## src/rtl/sr_ff_bank.sv

```systemverilog
// Bank of N independent edge-triggered SR flip-flops with configurable S=R=1 resolution,
// per-channel forbidden-input flags, a sticky error flag and a saturating event counter.
`timescale 1ns/1ps

module sr_ff_bank #(
  parameter int N     = 4,
  parameter int MODE  = 0,
  parameter int CNT_W = 8
) (
  input  logic             clk,
  input  logic             rst,
  input  logic             en,
  input  logic [N-1:0]     S,
  input  logic [N-1:0]     R,
  input  logic             clr_err,
  output logic [N-1:0]     Q,
  output logic [N-1:0]     Qn,
  output logic [N-1:0]     forbidden,
  output logic             err_sticky,
  output logic [CNT_W-1:0] forb_cnt
);

  logic [N-1:0]     both;
  logic [N-1:0]     q_reg;
  logic [N-1:0]     forbidden_reg;
  logic             err_reg;
  logic             err_next;
  logic [CNT_W-1:0] cnt_reg;
  logic [CNT_W-1:0] cnt_next;
  logic [CNT_W:0]   pop_cnt;
  logic [CNT_W:0]   cnt_sum;

  assign both = S & R;

  // One fully independent flip-flop per channel; nothing here depends on N.
  genvar gi;
  generate
    for (gi = 0; gi < N; gi++) begin : g_chan
      logic q_bit_reg;
      logic q_bit_next;

      always_comb begin
        q_bit_next = q_bit_reg;
        if (S[gi] && !R[gi]) begin
          q_bit_next = 1'b1;
        end else if (R[gi] && !S[gi]) begin
          q_bit_next = 1'b0;
        end else if (S[gi] && R[gi]) begin
          case (MODE)
            1:       q_bit_next = 1'b1;
            2:       q_bit_next = 1'b0;
            3:       q_bit_next = ~q_bit_reg;
            default: q_bit_next = q_bit_reg;
          endcase
        end
      end

      always_ff @(posedge clk or posedge rst) begin
        if (rst) begin
          q_bit_reg <= 1'b0;
        end else if (en) begin
          q_bit_reg <= q_bit_next;
        end
      end

      assign q_reg[gi] = q_bit_reg;
    end
  endgenerate

  // Count of channels with S=R=1 this cycle, kept one bit wider than the counter.
  always_comb begin
    pop_cnt = '0;
    for (int i = 0; i < N; i++) begin
      pop_cnt = pop_cnt + {{CNT_W{1'b0}}, both[i]};
    end
  end

  assign cnt_sum = {1'b0, cnt_reg} + pop_cnt;

  // clr_err restarts the tally from this cycle's events so none are dropped.
  always_comb begin
    cnt_next = cnt_reg;
    err_next = err_reg;
    if (en) begin
      if (clr_err) begin
        cnt_next = pop_cnt[CNT_W-1:0];
        err_next = |both;
      end else begin
        cnt_next = cnt_sum[CNT_W] ? {CNT_W{1'b1}} : cnt_sum[CNT_W-1:0];
        err_next = err_reg | (|both);
      end
    end else if (clr_err) begin
      cnt_next = '0;
      err_next = 1'b0;
    end
  end

  always_ff @(posedge clk or posedge rst) begin
    if (rst) begin
      forbidden_reg <= '0;
      cnt_reg       <= '0;
      err_reg       <= 1'b0;
    end else begin
      if (en) begin
        forbidden_reg <= both;
      end
      cnt_reg <= cnt_next;
      err_reg <= err_next;
    end
  end

  assign Q          = q_reg;
  assign Qn         = ~q_reg;
  assign forbidden  = forbidden_reg;
  assign err_sticky = err_reg;
  assign forb_cnt   = cnt_reg;

endmodule

```

## config.mk

```make
export PLATFORM = sky130hd
export DESIGN_NAME = sr_ff_bank
export DESIGN_NICKNAME = d
export VERILOG_FILES = /design/src/rtl/sr_ff_bank.sv
export SDC_FILE = /design/constraint.sdc
export NUM_CORES = 1
export LEC_CHECK = 0
export BUFFER_PORTS_ARGS = -buffer_cell sky130_fd_sc_hd__buf_2
export CAP_MARGIN = 20
export CORE_AREA = 2 2 52 58
export CTS_CLUSTER_DIAMETER = 200
export CTS_CLUSTER_SIZE = 28
export DETAILED_ROUTE_END_ITERATION = 8
export DIE_AREA = 0 0 54 60
export PLACE_DENSITY_LB_ADDON = 0.1
export SETUP_SLACK_MARGIN = 0.15
export SYNTH_ARGS = -nofsm -noshare
export SYNTH_HDL_FRONTEND = slang
export SYNTH_SLANG_ARGS = --single-unit
```

## constraint.sdc

```tcl
create_clock -name clk -period 1.6 [get_ports clk]
set_input_delay 0.08 -clock clk [delete_from_list [all_inputs] [get_ports clk]]
set_output_delay 0.08 -clock clk [all_outputs]
set_load 0.01 [all_outputs]
```

**After elaboration in Yosys (flattened, before gate mapping)**

Index checks and enable logic that the tools add are counted.

- Input port bits: 12
- Word-level logic and storage cells: 55
- Register bits: 17
- Output and inout bits: 21

- Bitwise logic cells: 3
- Add/sub/neg operators: 4
- Reductions and logical operators: 26
- Muxes and demuxes: 15

Operator list:

| operator | number |
|---|---|
| 8-bit 2-to-1 mux | 4 |
| 1-bit 2-to-1 mux | 11 |
| 2-bit nonzero test | 5 |
| 8-bit by 4-bit adder with 9-bit output | 1 |
| 1-bit logical AND | 8 |
| 1-bit zero test | 8 |
| 2-bit AND reduction | 4 |
| 3-bit by 1-bit adder with 4-bit output | 1 |
| 4-bit bitwise AND | 1 |
| 4-bit NOT | 1 |
| 4-bit OR reduction | 1 |
| 2-bit by 1-bit adder with 3-bit output | 1 |
| 1-bit by 1-bit adder with 2-bit output | 1 |
| 1-bit bitwise OR | 1 |

**Logic depth before layout (Yosys ltp)**

- Depth after elaboration: 8
- Depth in mapped cells: 12
- Depth with buffers taken out: 12

**Least setup slack after synthesis**

OpenSTA, ideal clock, no wires.

- Path type: input-to-reg
- Start: in R[1]
- End: reg cnt_reg[0] (netlist: forb_cnt[0])
- Buffers on the path: 0
- Library setup time: 94 ps
- Arrival: 2403 ps
- Stages: 12
- Slack: -897 ps
- Cell sequence: ha_1 -> inv_1 -> fa_1 -> inv_1 -> ha_1 -> ha_1 -> inv_1 -> fa_1 -> nor2b_4 -> o211a_4 -> a21oi_2 -> a221oi_2

- Word-level cells in the longest chain between the ends: 8

RTL lines:

| what | RTL line | source |
|---|---|---|
| start: declaration | 14 | `input logic [N-1:0] R,` |
| 4-bit bitwise AND (*) | 33 | `assign both = S & R;` |
| 1-bit by 1-bit adder with 2-bit output (*) | 74 | `pop_cnt = pop_cnt + {{CNT_W{1'b0}}, both[i]};` |
| 2-bit by 1-bit adder with 3-bit output (*) | 74 |  |
| 3-bit by 1-bit adder with 4-bit output (*) | 74 |  |
| 8-bit by 4-bit adder with 9-bit output | 78 | `assign cnt_sum = {1'b0, cnt_reg} + pop_cnt;` |
| 8-bit 2-to-1 mux | 89 | `cnt_next = cnt_sum[CNT_W] ? {CNT_W{1'b1}} : cnt_sum[CNT_W-1:0];` |
| 8-bit 2-to-1 mux (*) | 85 | `if (clr_err) begin` |
| 8-bit 2-to-1 mux (*) | 84 | `if (en) begin` |
| end signal: assignment | 107 | `cnt_reg <= cnt_next;` |
| end: declaration | 28 | `logic [CNT_W-1:0] cnt_reg;` |

Mark *: on every way between the ends. The rest lies on a longest branch, timed or not.
A chain may end at the register's enable or synchronous reset.

**Final worst setup path**

- Start: in R[3]
- End: reg cnt_reg[2] (netlist: forb_cnt[2])

- Word-level cells in the longest chain between the ends: 6

RTL lines:

| what | RTL line | source |
|---|---|---|
| 4-bit bitwise AND (*) | 33 |  |
| via both[3] | 23 | `logic [N-1:0] both;` |
| 3-bit by 1-bit adder with 4-bit output (*) | 74 |  |
| 8-bit by 4-bit adder with 9-bit output | 78 |  |
| 8-bit 2-to-1 mux | 89 |  |
| 8-bit 2-to-1 mux (*) | 85 |  |
| 8-bit 2-to-1 mux (*) | 84 |  |

Mark *: on every way through the listed nets, which the timed path passes. The rest lies on a longest branch.

==> flow_metrics.tcl <==
set metrics [dict create \
    result_of_the_run "finished, violations left" \
    failed_checks "setup timing" \
    ys_ff_latch 17 \
    clk_root_buffer_cell "sky130_fd_sc_hd__clkbuf_4" \
    regToRegEndpoint "forb_cnt[2]" \
    layout.nets 187 \
    mapped_nets 143 \
    worstSetupPathDepth 13 \
    gp_congestion 0.8071 \
    place_area_sq_mm 0.001501 \
    route.antenna.remaining_nets 0 \
    max_freq_mhz 459.7 \
    via_count_of_the_first_global_routing_pass 995 \
    fin_area_sq_mm 0.001595 \
    cts_buffers 3 \
    grt_start_max_net_pins 18 \
    crit_fanout 4 \
    core_area_sq_mm 0.002703 \
    clock_insertion_delay_worst_skew_ps 290 \
    synthMuxAreaShare_pct 3.842 \
    num_io_pins 33 \
    synthCells 115 \
    worst_r2r_setup_slack_ps -150 \
    synth_compound_area_share_pct 19.74 \
    synth_top_cell_area_share_pct 36.29 \
    die_x_um 54 \
    clkTransAtPathRegs_ps 100 \
    critical_path.reg2reg.startpoint "forb_cnt[0]" \
    synth_top_family_by_area "compound AO/OA/AOI/OAI gates" \
    cp_data_arrival_time_ps 2380 \
    max_slew_vio_count 0 \
    groute.usage.overall_pct 17.84 \
    crit_path_end_kind "flop" \
    drive_above_1_share_pct 46.84 \
    design.die.area_sq_mm 0.003240 \
    number_of_clock_sinks_seen_by_cts 17 \
    post_route_clock_period_utilization_pct 136.0 \
    finalCriticalPeriod_ps 2175 \
    timing.hold.worst.start "clr_err" \
    cts.path.max_buffers 2 \
    via_count_normalized_by_instance_count 5.073 \
    global_route_wire_length_before_repair_um 4243 \
    critical_path.endpoint "forb_cnt[2]" \
    ff2ff_path_depth 7 \
    worstPathRequired_ps 1800 \
    post_synthesis_xor_xnor_area_fraction_pct 0.7471 \
    synth-seq-area-share_pct 36.29 \
    critical-path-max-stage-delay_ps 540 \
    synth-warning-count 0 \
    cellPowerDensity_mw_per_mm2 704.2 \
    area_delta_synth_final_pct 36.07 \
    crit_start "R[3]" \
    unrepaired_setup_endpoints_after_global_routing "yes" \
    vias 969 \
    worst_clock_skew_ps 5.512 \
    vdd_ir_drop_max_uv 421.6 \
    synth_simple_gate_area_share_pct 8.324 \
    syn-cell-area_sq_mm 0.001172 \
    critical-path-top-delay-family "adder cells" \
    critical-path-slowest-cell "sky130_fd_sc_hd__fa_1" \
    post_synth.cell_area_avg_sq_um 10.19 \
    final-setup-viol-count 8 \
    static-leakage-power_uw 0.0008176 \
    synth_largest_area_cell "sky130_fd_sc_hd__dfrtp_1" \
    total_of_max_cap_violations 0 \
    finalWirelength_um 2454 \
    avgRoutedWirePerCell_um 12.85 \
    crit_path_cell_trace "buf_8 -> ha_4 -> inv_2 -> fa_1 -> inv_2 -> ha_4 -> ha_4 -> inv_4 -> fa_2 -> nor2b_4 -> o211a_4 -> a21oi_4 -> a221oi_2" \
    hp-class "primary input to flop" \
    timing_worst_setup_path_type "primary input to flop" \
    floorplan_die_height_um 60 \
    hold_viol_final 0 \
    dp_hpwl_um 1961 \
    floorplan.initialDensity_pct 43.38 \
    crit_top_cell "sky130_fd_sc_hd__ha_4" \
    worst_setup_path_start_kind "primary input" \
    cts.htree.levels 1 \
    synthTopCellsByArea "sky130_fd_sc_hd__dfrtp_1, sky130_fd_sc_hd__ha_1, sky130_fd_sc_hd__inv_1" \
    detailedRoute.firstPassIterationCount 4 \
    setup_tns_ps -4125 \
    cts_tree "yes" \
    grt_overflow 0 \
    yosys.area_share.adder_pct 18.36 \
    fin_hold_ws_ps 108.9 \
    io_buffer_count 32 \
    antenna_violations_before_repair 0 \
    synth.distinct_cells 32 \
    final_critical_path_setup_slack_ps -575.2 \
    antennaDiodeCount 0 \
    max_slew_margin_pct 54.56 \
    largest_register_ff_count 8 \
    core.rowCount 20 \
    worst-slew-pin-transition_ps 680.9 \
    detail_route.iter0.violations 27 \
    drc_viols 0 \
    worst-path-buf-inv 4 \
    total_power_uw 1123 \
]
[cells in the mapped netlist (all sizes together)]
cell type  number
a31o            4
nand2           5
a22o            1
nor2b           1
or2             1
o21ai           3
fa              2
and3b           1
mux2            4
nor3            4
clkinv          1
o211a           1
inv            24
a221oi          3
and3            1
ha             14
xor2            1
nor2            3
a21oi           8
a31oi           5
a311oi          1
a211oi          2
dfrtp          17
buf             7
clkbuf          1
[what timing repair did]
action | 4_1_cts | 5_1_grt
endpoints found under the hold margin | 17 | 0
pin swaps | 10 | 3
endpoints found under the setup margin | 8 | 8
hold buffers | 1 | 0
gates resized for setup | 10 | 3
setup buffers | 0 | 1
[per-stage QoR]
step                utilization, %  instances  setup WS (ps)
finish                       59.03        191         -575.2
global route                 59.03        191         -637.8
CTS                          58.47        190         -580.1
detailed placement           55.56        185         -927.1
global placement             55.56        185         -894.5
floorplan                        -        115         -705.5
[cell usage in the layout (no fill, tap or decap), types with 4 or more instances in the layout]
cell type / instances
sky130_fd_sc_hd__a31o_1: 4
sky130_fd_sc_hd__a31oi_1: 5
sky130_fd_sc_hd__inv_1: 18
sky130_fd_sc_hd__ha_4: 7
sky130_fd_sc_hd__a21oi_1: 7
sky130_fd_sc_hd__ha_1: 7
sky130_fd_sc_hd__nand2_1: 5
sky130_fd_sc_hd__dfrtp_1: 17
sky130_fd_sc_hd__mux2_1: 4
sky130_fd_sc_hd__buf_4: 15
sky130_fd_sc_hd__buf_2: 27
sky130_fd_sc_hd__inv_2: 5
[how the worst min path moves through the flow]
| stage | end | cells after the start |
|---|---|---|
| after floorplan | err_sticky | 1 |
| after global placement | forbidden[3] | 2 |
| after detailed placement | forbidden[3] | 2 |
| after CTS | forb_cnt[7] | 2 |
| after global routing | forb_cnt[7] | 2 |
| final | forb_cnt[7] | 2 |
[per-layer routing]
metal	part of all wire [%]	routed length (um)	track usage (%)	vias up
li1	-	-	-	473
met1	43	1045	22.61	466
met4	0.77	19	7.500	0
met5	0	0	0	-
met3	4.2	103	2.250	2
met2	52	1285	30.14	28
[report_power, final]
part / total, uW / switching [uW] / internal (uW)
registers: 495 / 28.1 / 467
logic: 397 / 199 / 198
clock network: 232 / 135 / 96.8
total: 1120 / 362 / 761
[logic make-up after synthesis]
| kind of cell | count (synthesis) |
|---|---|
| simple gates | 16 |
| buf+inv | 33 |
| fa+ha+maj | 16 |
| compound gates | 28 |
| xor+xnor | 1 |
| mux | 4 |
| flops | 17 |
[layout make-up]
class	count	area, sq um
fillers	234	1107
flip-flops and latches	17	425.4
well taps	33	41.29
multi-input cells	65	695.7
inverters	25	96.34
clock buffers	4	26.28
repair buffers	47	310.3
(Power assumes the default switching activity.)
